[config.mk]
export PLATFORM = sky130hd
export DESIGN_NAME = muldiv_unit
export DESIGN_NICKNAME = d
export VERILOG_FILES = /design/src/rtl/muldiv_unit.sv
export SDC_FILE = /design/constraint.sdc
export NUM_CORES = 2
export LEC_CHECK = 0
export ABC_AREA = 1
export CAP_MARGIN = 20
export CORE_MARGIN = 8
export CORE_UTILIZATION = 45
export DETAILED_ROUTE_END_ITERATION = 10
export HOLD_SLACK_MARGIN = 0.02
export PLACE_DENSITY = 0.61
export RECOVER_POWER = 100
export SYNTH_ARGS = -nofsm -noshare
export SYNTH_HDL_FRONTEND = slang
export SYNTH_SLANG_ARGS = --single-unit
[constraint.sdc]
create_clock -name clk_i -period 8 [get_ports clk_i]
set_clock_uncertainty 0.05 [all_clocks]
set_input_delay 1.6 -clock clk_i [delete_from_list [all_inputs] [get_ports clk_i]]
set_output_delay 1.6 -clock clk_i [all_outputs]
set_load 0.02 [all_outputs]
[src/rtl/muldiv_unit.sv]
// RV32M/RV64M multiply/divide unit: MUL_STAGES-deep multiplier pipeline plus an iterative radix-2 divider.
// Optional build macro MULDIV_DIV_FAST_PATH_EN retires divide-by-zero and signed overflow without iterating.
module muldiv_unit #(
  parameter int XLEN       = 32,
  parameter int MUL_STAGES = 4,
  parameter int TAG_W      = 5
) (
  input  logic             clk_i,
  input  logic             reset_ni,
  input  logic             in_valid_i,
  output logic             in_ready_o,
  input  logic [2:0]       in_op_i,
  input  logic [XLEN-1:0]  in_op1_i,
  input  logic [XLEN-1:0]  in_op2_i,
  input  logic [TAG_W-1:0] in_tag_i,
  input  logic             flush_i,
  output logic             out_valid_o,
  input  logic             out_ready_i,
  output logic [XLEN-1:0]  out_data_o,
  output logic [TAG_W-1:0] out_tag_o,
  output logic             busy_o
);

  // Handshake: a transfer happens at a rising edge where valid && ready are both high;
  // once out_valid_o is raised, data and tag hold until out_ready_i takes them (or a flush/reset).
  localparam logic [1:0] DIV_IDLE = 2'd0;
  localparam logic [1:0] DIV_BUSY = 2'd1;
  localparam logic [1:0] DIV_DONE = 2'd2;
  localparam int         CNT_W    = $clog2(XLEN + 1);

  logic [1:0]            div_state;
  logic [CNT_W-1:0]      div_cnt;
  logic [XLEN-1:0]       div_r, div_q, div_d;
  logic                  div_neg_q, div_neg_r, div_rem;
  logic [TAG_W-1:0]      div_tag;

  logic [MUL_STAGES-1:0] mul_v;
  logic [TAG_W-1:0]      mul_tag [MUL_STAGES];
  logic [XLEN:0]         m0_a, m0_b;
  logic                  m0_hi;
  logic [2*XLEN-1:0]     prod;
  logic [XLEN-1:0]       prod_sel, mul_out;

  logic out_valid_int, stall, mul_any, mul_last, div_done;
  logic is_div_op, in_ready_int, acc_mul, acc_div;
  logic mul_s1, mul_s2;
  logic div_sgn, s1, s2, div_zero;
  logic [XLEN-1:0] abs1, abs2;
  logic [XLEN:0]   r_sh;
  logic            ge;
  logic [XLEN-1:0] diff_lo, r_next, q_fix, r_fix, div_res;

  assign mul_any       = |mul_v;
  assign mul_last      = mul_v[MUL_STAGES-1];
  assign div_done      = (div_state == DIV_DONE);
  assign out_valid_int = div_done || mul_last;
  assign stall         = out_valid_int && !out_ready_i;

  // Divides wait for an empty multiplier so results retire in issue order.
  assign is_div_op    = in_op_i[2];
  assign in_ready_int = reset_ni && !flush_i && (div_state == DIV_IDLE) && !stall
                        && (!is_div_op || !mul_any);
  assign in_ready_o   = in_ready_int;
  assign acc_mul      = in_valid_i && in_ready_int && !is_div_op;
  assign acc_div      = in_valid_i && in_ready_int && is_div_op;

  // ---------------- multiplier ----------------
  assign mul_s1   = (in_op_i[1:0] == 2'b01) || (in_op_i[1:0] == 2'b10);
  assign mul_s2   = (in_op_i[1:0] == 2'b01);
  assign prod     = {{(XLEN-1){m0_a[XLEN]}}, m0_a} * {{(XLEN-1){m0_b[XLEN]}}, m0_b};
  assign prod_sel = m0_hi ? prod[2*XLEN-1:XLEN] : prod[XLEN-1:0];

  always_ff @(posedge clk_i) begin
    if (!reset_ni) begin
      mul_v <= '0;
    end else if (flush_i) begin
      mul_v <= '0;
    end else if (!stall) begin
      mul_v[0] <= acc_mul;
      for (int k = 1; k < MUL_STAGES; k++) mul_v[k] <= mul_v[k-1];
    end
  end

  always_ff @(posedge clk_i) begin
    if (!stall) begin
      if (acc_mul) begin
        m0_a       <= {mul_s1 & in_op1_i[XLEN-1], in_op1_i};
        m0_b       <= {mul_s2 & in_op2_i[XLEN-1], in_op2_i};
        m0_hi      <= |in_op_i[1:0];
        mul_tag[0] <= in_tag_i;
      end
      for (int k = 1; k < MUL_STAGES; k++) mul_tag[k] <= mul_tag[k-1];
    end
  end

  generate
    if (MUL_STAGES == 1) begin : g_res_comb
      assign mul_out = prod_sel;
    end else begin : g_res_pipe
      logic [XLEN-1:0] res [1:MUL_STAGES-1];
      always_ff @(posedge clk_i) begin
        if (!stall) begin
          res[1] <= prod_sel;
          for (int k = 2; k < MUL_STAGES; k++) res[k] <= res[k-1];
        end
      end
      assign mul_out = res[MUL_STAGES-1];
    end
  endgenerate

  // ---------------- divider ----------------
  assign div_sgn  = !in_op_i[0];
  assign s1       = div_sgn && in_op1_i[XLEN-1];
  assign s2       = div_sgn && in_op2_i[XLEN-1];
  assign abs1     = s1 ? -in_op1_i : in_op1_i;
  assign abs2     = s2 ? -in_op2_i : in_op2_i;
  assign div_zero = (in_op2_i == '0);

`ifdef MULDIV_DIV_FAST_PATH_EN
  logic div_ovf;
  assign div_ovf = div_sgn && (in_op1_i == {1'b1, {(XLEN-1){1'b0}}}) && (in_op2_i == '1);
`endif

  // Restoring step: the dividend shifts out of div_q while quotient bits shift in.
  assign r_sh    = {div_r, div_q[XLEN-1]};
  assign ge      = (r_sh >= {1'b0, div_d});
  assign diff_lo = r_sh[XLEN-1:0] - div_d;
  assign r_next  = ge ? diff_lo : r_sh[XLEN-1:0];

  assign q_fix   = div_neg_q ? -div_q : div_q;
  assign r_fix   = div_neg_r ? -div_r : div_r;
  assign div_res = div_rem ? r_fix : q_fix;

  always_ff @(posedge clk_i) begin
    if (!reset_ni) begin
      div_state <= DIV_IDLE;
      div_cnt   <= '0;
    end else if (flush_i) begin
      div_state <= DIV_IDLE;
    end else begin
      case (div_state)
        DIV_IDLE: begin
          if (acc_div) begin
`ifdef MULDIV_DIV_FAST_PATH_EN
            div_state <= (div_zero || div_ovf) ? DIV_DONE : DIV_BUSY;
`else
            div_state <= DIV_BUSY;
`endif
            div_cnt <= CNT_W'(XLEN);
          end
        end
        DIV_BUSY: begin
          div_cnt <= div_cnt - CNT_W'(1);
          if (div_cnt == CNT_W'(1)) div_state <= DIV_DONE;
        end
        DIV_DONE: begin
          if (out_ready_i) div_state <= DIV_IDLE;
        end
        default: div_state <= DIV_IDLE;
      endcase
    end
  end

  // Divide by zero keeps the all-ones quotient unsigned regardless of dividend sign.
  always_ff @(posedge clk_i) begin
    if (acc_div) begin
      div_tag   <= in_tag_i;
      div_rem   <= in_op_i[1];
      div_r     <= '0;
      div_q     <= abs1;
      div_d     <= abs2;
      div_neg_q <= (s1 ^ s2) && !div_zero;
      div_neg_r <= s1;
`ifdef MULDIV_DIV_FAST_PATH_EN
      if (div_zero) begin
        div_q <= '1;
        div_r <= abs1;
      end else if (div_ovf) begin
        div_q     <= in_op1_i;
        div_neg_q <= 1'b0;
      end
`endif
    end else if (div_state == DIV_BUSY) begin
      div_r <= r_next;
      div_q <= {div_q[XLEN-2:0], ge};
    end
  end

  // ---------------- outputs ----------------
  assign out_valid_o = reset_ni && out_valid_int;
  assign busy_o      = reset_ni && (mul_any || (div_state != DIV_IDLE));
  assign out_data_o  = !reset_ni ? '0 : div_done ? div_res : mul_last ? mul_out : '0;
  assign out_tag_o   = !reset_ni ? '0 : div_done ? div_tag : mul_last ? mul_tag[MUL_STAGES-1] : '0;

endmodule

==> flow_summary.json <==
{
  "period_share": 0.9723,
  "rsz0062_at_grt": "true",
  "cp.required_ns": 8.24,
  "critPathMostFrequentCell": "fa_1",
  "synth-warning-count": 0,
  "synth.distinct_cells": 50,
  "worst-path-max-fanout": 22,
  "cp_top_family": "adder cells",
  "holdCritStartpoint": "g_res_pipe.res[0][78]$_DFFE_PN_",
  "slowest_stage": "fa_1",
  "initial_utilization": 0.4538,
  "cts-hold-fix-buffers": 0,
  "critical_path_class": "reg2reg",
  "crit_arrival_ns": 8.02,
  "dr_total_vias": 47460,
  "nets": 8990,
  "ys.flop_type": "edfxtp_1",
  "worstPathCellList": "buf_6, nand2_1, inv_1, fa_1, fa_1, inv_1, fa_1, inv_1, fa_1, fa_1, fa_1, fa_1, fa_1, ha_1, nand2_1, nor2_1, buf_4, nand2_1, nor2_1, nand3_1, nand3_1, nand2_1, nand3_1, nand2_1",
  "grt_max_degree": 71,
  "setup_viol": 0,
  "die_w_um": 374.8,
  "routed_wl_mm": 190.9,
  "synthToLayoutAreaGrowth_pct": 9.878,
  "endpoint_kind": "flop",
  "antenna_found_initial": 6,
  "cp-start-kind": "flop",
  "syn_area_sq_um": 57950,
  "r2r_setup_slack_ns": 0.22,
  "first_global_vias": 49660,
  "violations": "capacitance limit, slew limit",
  "holdWs_ns": 0.3440,
  "die_area_sq_um": 140500,
  "crit_start": "m0_a[20]$_DFFE_PP_",
  "rows": 131,
  "timing.rr.start": "m0_a[20]$_DFFE_PP_",
  "avgSynthCellArea_sq_um": 7.811,
  "grt_pass1_wl_mm": 298.6,
  "crit_buf_inv": 5,
  "wl_per_cell_um": 20.69,
  "via_per_inst": 5.143,
  "syn_inst": 7419,
  "layout-drive-gt1-share": 0.05898,
  "synth-edff-count": 255,
  "outcome": "finished with violations",
  "fmax_ghz": 0.1286,
  "drc": 0,
  "root_buffer": "clkbuf_16",
  "cts.clk_slew.worst_paths_ns": 0.06,
  "syn_nets": 8874,
  "drt-pass1-iter-count": 6,
  "multiInputGateArea_sq_um": 40560,
  "period_needed_ns": 7.778,
  "port_buffers": 116,
  "cts_tree": "done",
  "die_h_um": 374.8,
  "yosysSeqAreaShare": 0.1473,
  "drv_cap": 9,
  "gp_congestion": 0.9776,
  "cpPeakStageDelay_ns": 0.68,
  "clk_latency_ns": 0.58,
  "grt-ovfl-total": 0,
  "async_flop_share": 0,
  "ant_nets": 0,
  "min_path_type": "reg2reg",
  "relSlewSlack": -0.6616,
  "clock_path_buffers": 3,
  "cts.htree.levels": 2,
  "io_pins": 117,
  "drt_iter0_markers": 3833,
  "fillers": 12490,
  "hold_viol_final": 0,
  "synth.ff_latch_count": 299,
  "grt.total_usage": 0.2752,
  "worst-slew-pin-transition_ns": 2.479,
  "hpwlAfterDp_mm": 162.0,
  "drv_slew": 344,
  "seqCellArea_sq_um": 8538,
  "final.setup.tns_ns": 0,
  "numCtsBuffers": 37,
  "core-area_sq_um": 127700,
  "clock-sinks": 299
}
per-layer routing:
metal  GRT usage  part of all wire  wire length [um]  vias to the layer above
met5           0          0.000058                11                        -
met4      0.1055             0.047              8987                        2
met3     0.02855             0.059             11180                      359
met2      0.4785              0.50             94560                     1549
met1      0.3540              0.40             76190                    23790
li1            -                 -                 -                    21760
final timing paths:
path                                            to  cells past startpoint
hold / removal    g_res_pipe.res[0][110]$_DFFE_PN_                      0
hold reg to reg   g_res_pipe.res[0][110]$_DFFE_PN_                      0
setup / recovery   g_res_pipe.res[0][46]$_DFFE_PN_                     24
setup reg to reg   g_res_pipe.res[0][46]$_DFFE_PN_                     24
stage by stage:
stage | area, sq um | util | setup WS [ns] | instances
CTS | 63340 | 0.4961 | 0.01920 | 9193
global placement | 62130 | 0.4866 | -0.1564 | 9122
finish | 63670 | 0.4987 | 0.2216 | 9229
detailed placement | 62130 | 0.4866 | -0.09555 | 9122
floorplan | 57950 | - | 0.6517 | 7419
global route | 63660 | 0.4986 | -0.06666 | 9224
cells in the mapped netlist (2+ instances only):
master | n | area share
a21boi_1 | 2 | 0.00026
a21o_1 | 5 | 0.00065
a21oi_1 | 202 | 0.017
a21oi_2 | 2 | 0.00030
a22oi_1 | 5 | 0.00065
a31oi_1 | 4 | 0.00043
and2_1 | 2 | 0.00022
buf_1 | 8 | 0.00052
buf_2 | 8 | 0.00069
buf_4 | 3 | 0.00039
buf_6 | 3 | 0.00058
buf_8 | 3 | 0.00078
clkbuf_1 | 298 | 0.019
dfxtp_1 | 44 | 0.015
edfxtp_1 | 255 | 0.13
fa_1 | 1126 | 0.39
ha_1 | 252 | 0.054
inv_1 | 2003 | 0.13
inv_2 | 16 | 0.0010
nand2_1 | 2040 | 0.13
nand2_2 | 13 | 0.0014
nand3_1 | 256 | 0.022
nand3_2 | 31 | 0.0054
nand3b_1 | 15 | 0.0019
nand4_1 | 45 | 0.0049
nor2_1 | 352 | 0.023
nor2_2 | 17 | 0.0018
nor3_1 | 35 | 0.0030
nor3_2 | 5 | 0.00086
nor4_1 | 8 | 0.00086
o211ai_1 | 2 | 0.00026
o21a_1 | 3 | 0.00039
o21ai_0 | 206 | 0.018
o21ai_1 | 11 | 0.00095
o21bai_1 | 25 | 0.0032
o22ai_1 | 4 | 0.00043
o31ai_1 | 4 | 0.00052
or2_2 | 15 | 0.0016
xnor2_1 | 26 | 0.0039
xor2_1 | 55 | 0.0083
state kept, by name (all words and copies together) (netlist names):
name / flops
div_cnt: 6
div_d: 32
div_neg_q: 1
div_neg_r: 1
div_q: 32
div_r: 32
div_rem: 1
div_state: 2
div_tag: 5
g_res_pipe.res: 96
m0_a: 33
m0_b: 33
m0_hi: 1
mul_tag: 20
mul_v: 4
repair_timing:
action | 4_1_cts | 5_1_grt
gates resized for setup | 2 | 28
pin swaps | 0 | 1
setup buffers | 5 | 31
gates cloned | 0 | 0
hold endpoints to repair | 0 | 0
setup endpoints to repair | 4 | 32
cell usage in the layout, fill, tap and decap left out, drive strengths merged, types with 46 or more instances in the layout:
master | netlist | layout
a21oi | 204 | 204
buf | 25 | 268
clkbuf | 298 | 60
dlygate4sd3 | 0 | 113
edfxtp | 255 | 255
fa | 1126 | 1126
ha | 252 | 252
inv | 2019 | 2020
nand2 | 2054 | 2054
nand3 | 287 | 287
nand4 | 46 | 46
nor2 | 369 | 369
o21ai | 217 | 217
xor2 | 55 | 55
logic make-up after synthesis:
kind of cell,count (synthesis),synth area share
buf+inv,2343,0.1531
xor+xnor,81,0.01224
fa+ha+maj,1378,0.4434
flops,299,0.1473
compound gates,477,0.04366
simple gates,2841,0.2002
layout make-up:
class,count,area share
clock buffers,44,0.01562
diodes,5,0.0001965
inverters,2020,0.1192
clock inverters,22,0.002751
flip-flops and latches,299,0.1341
well taps,1662,0.03266
multi-input cells,4777,0.6370
repair buffers,400,0.05844
Power is left out: the tool's default activity adds up to more than one toggle a clock period on the data nets, which glitch-free logic cannot reach.
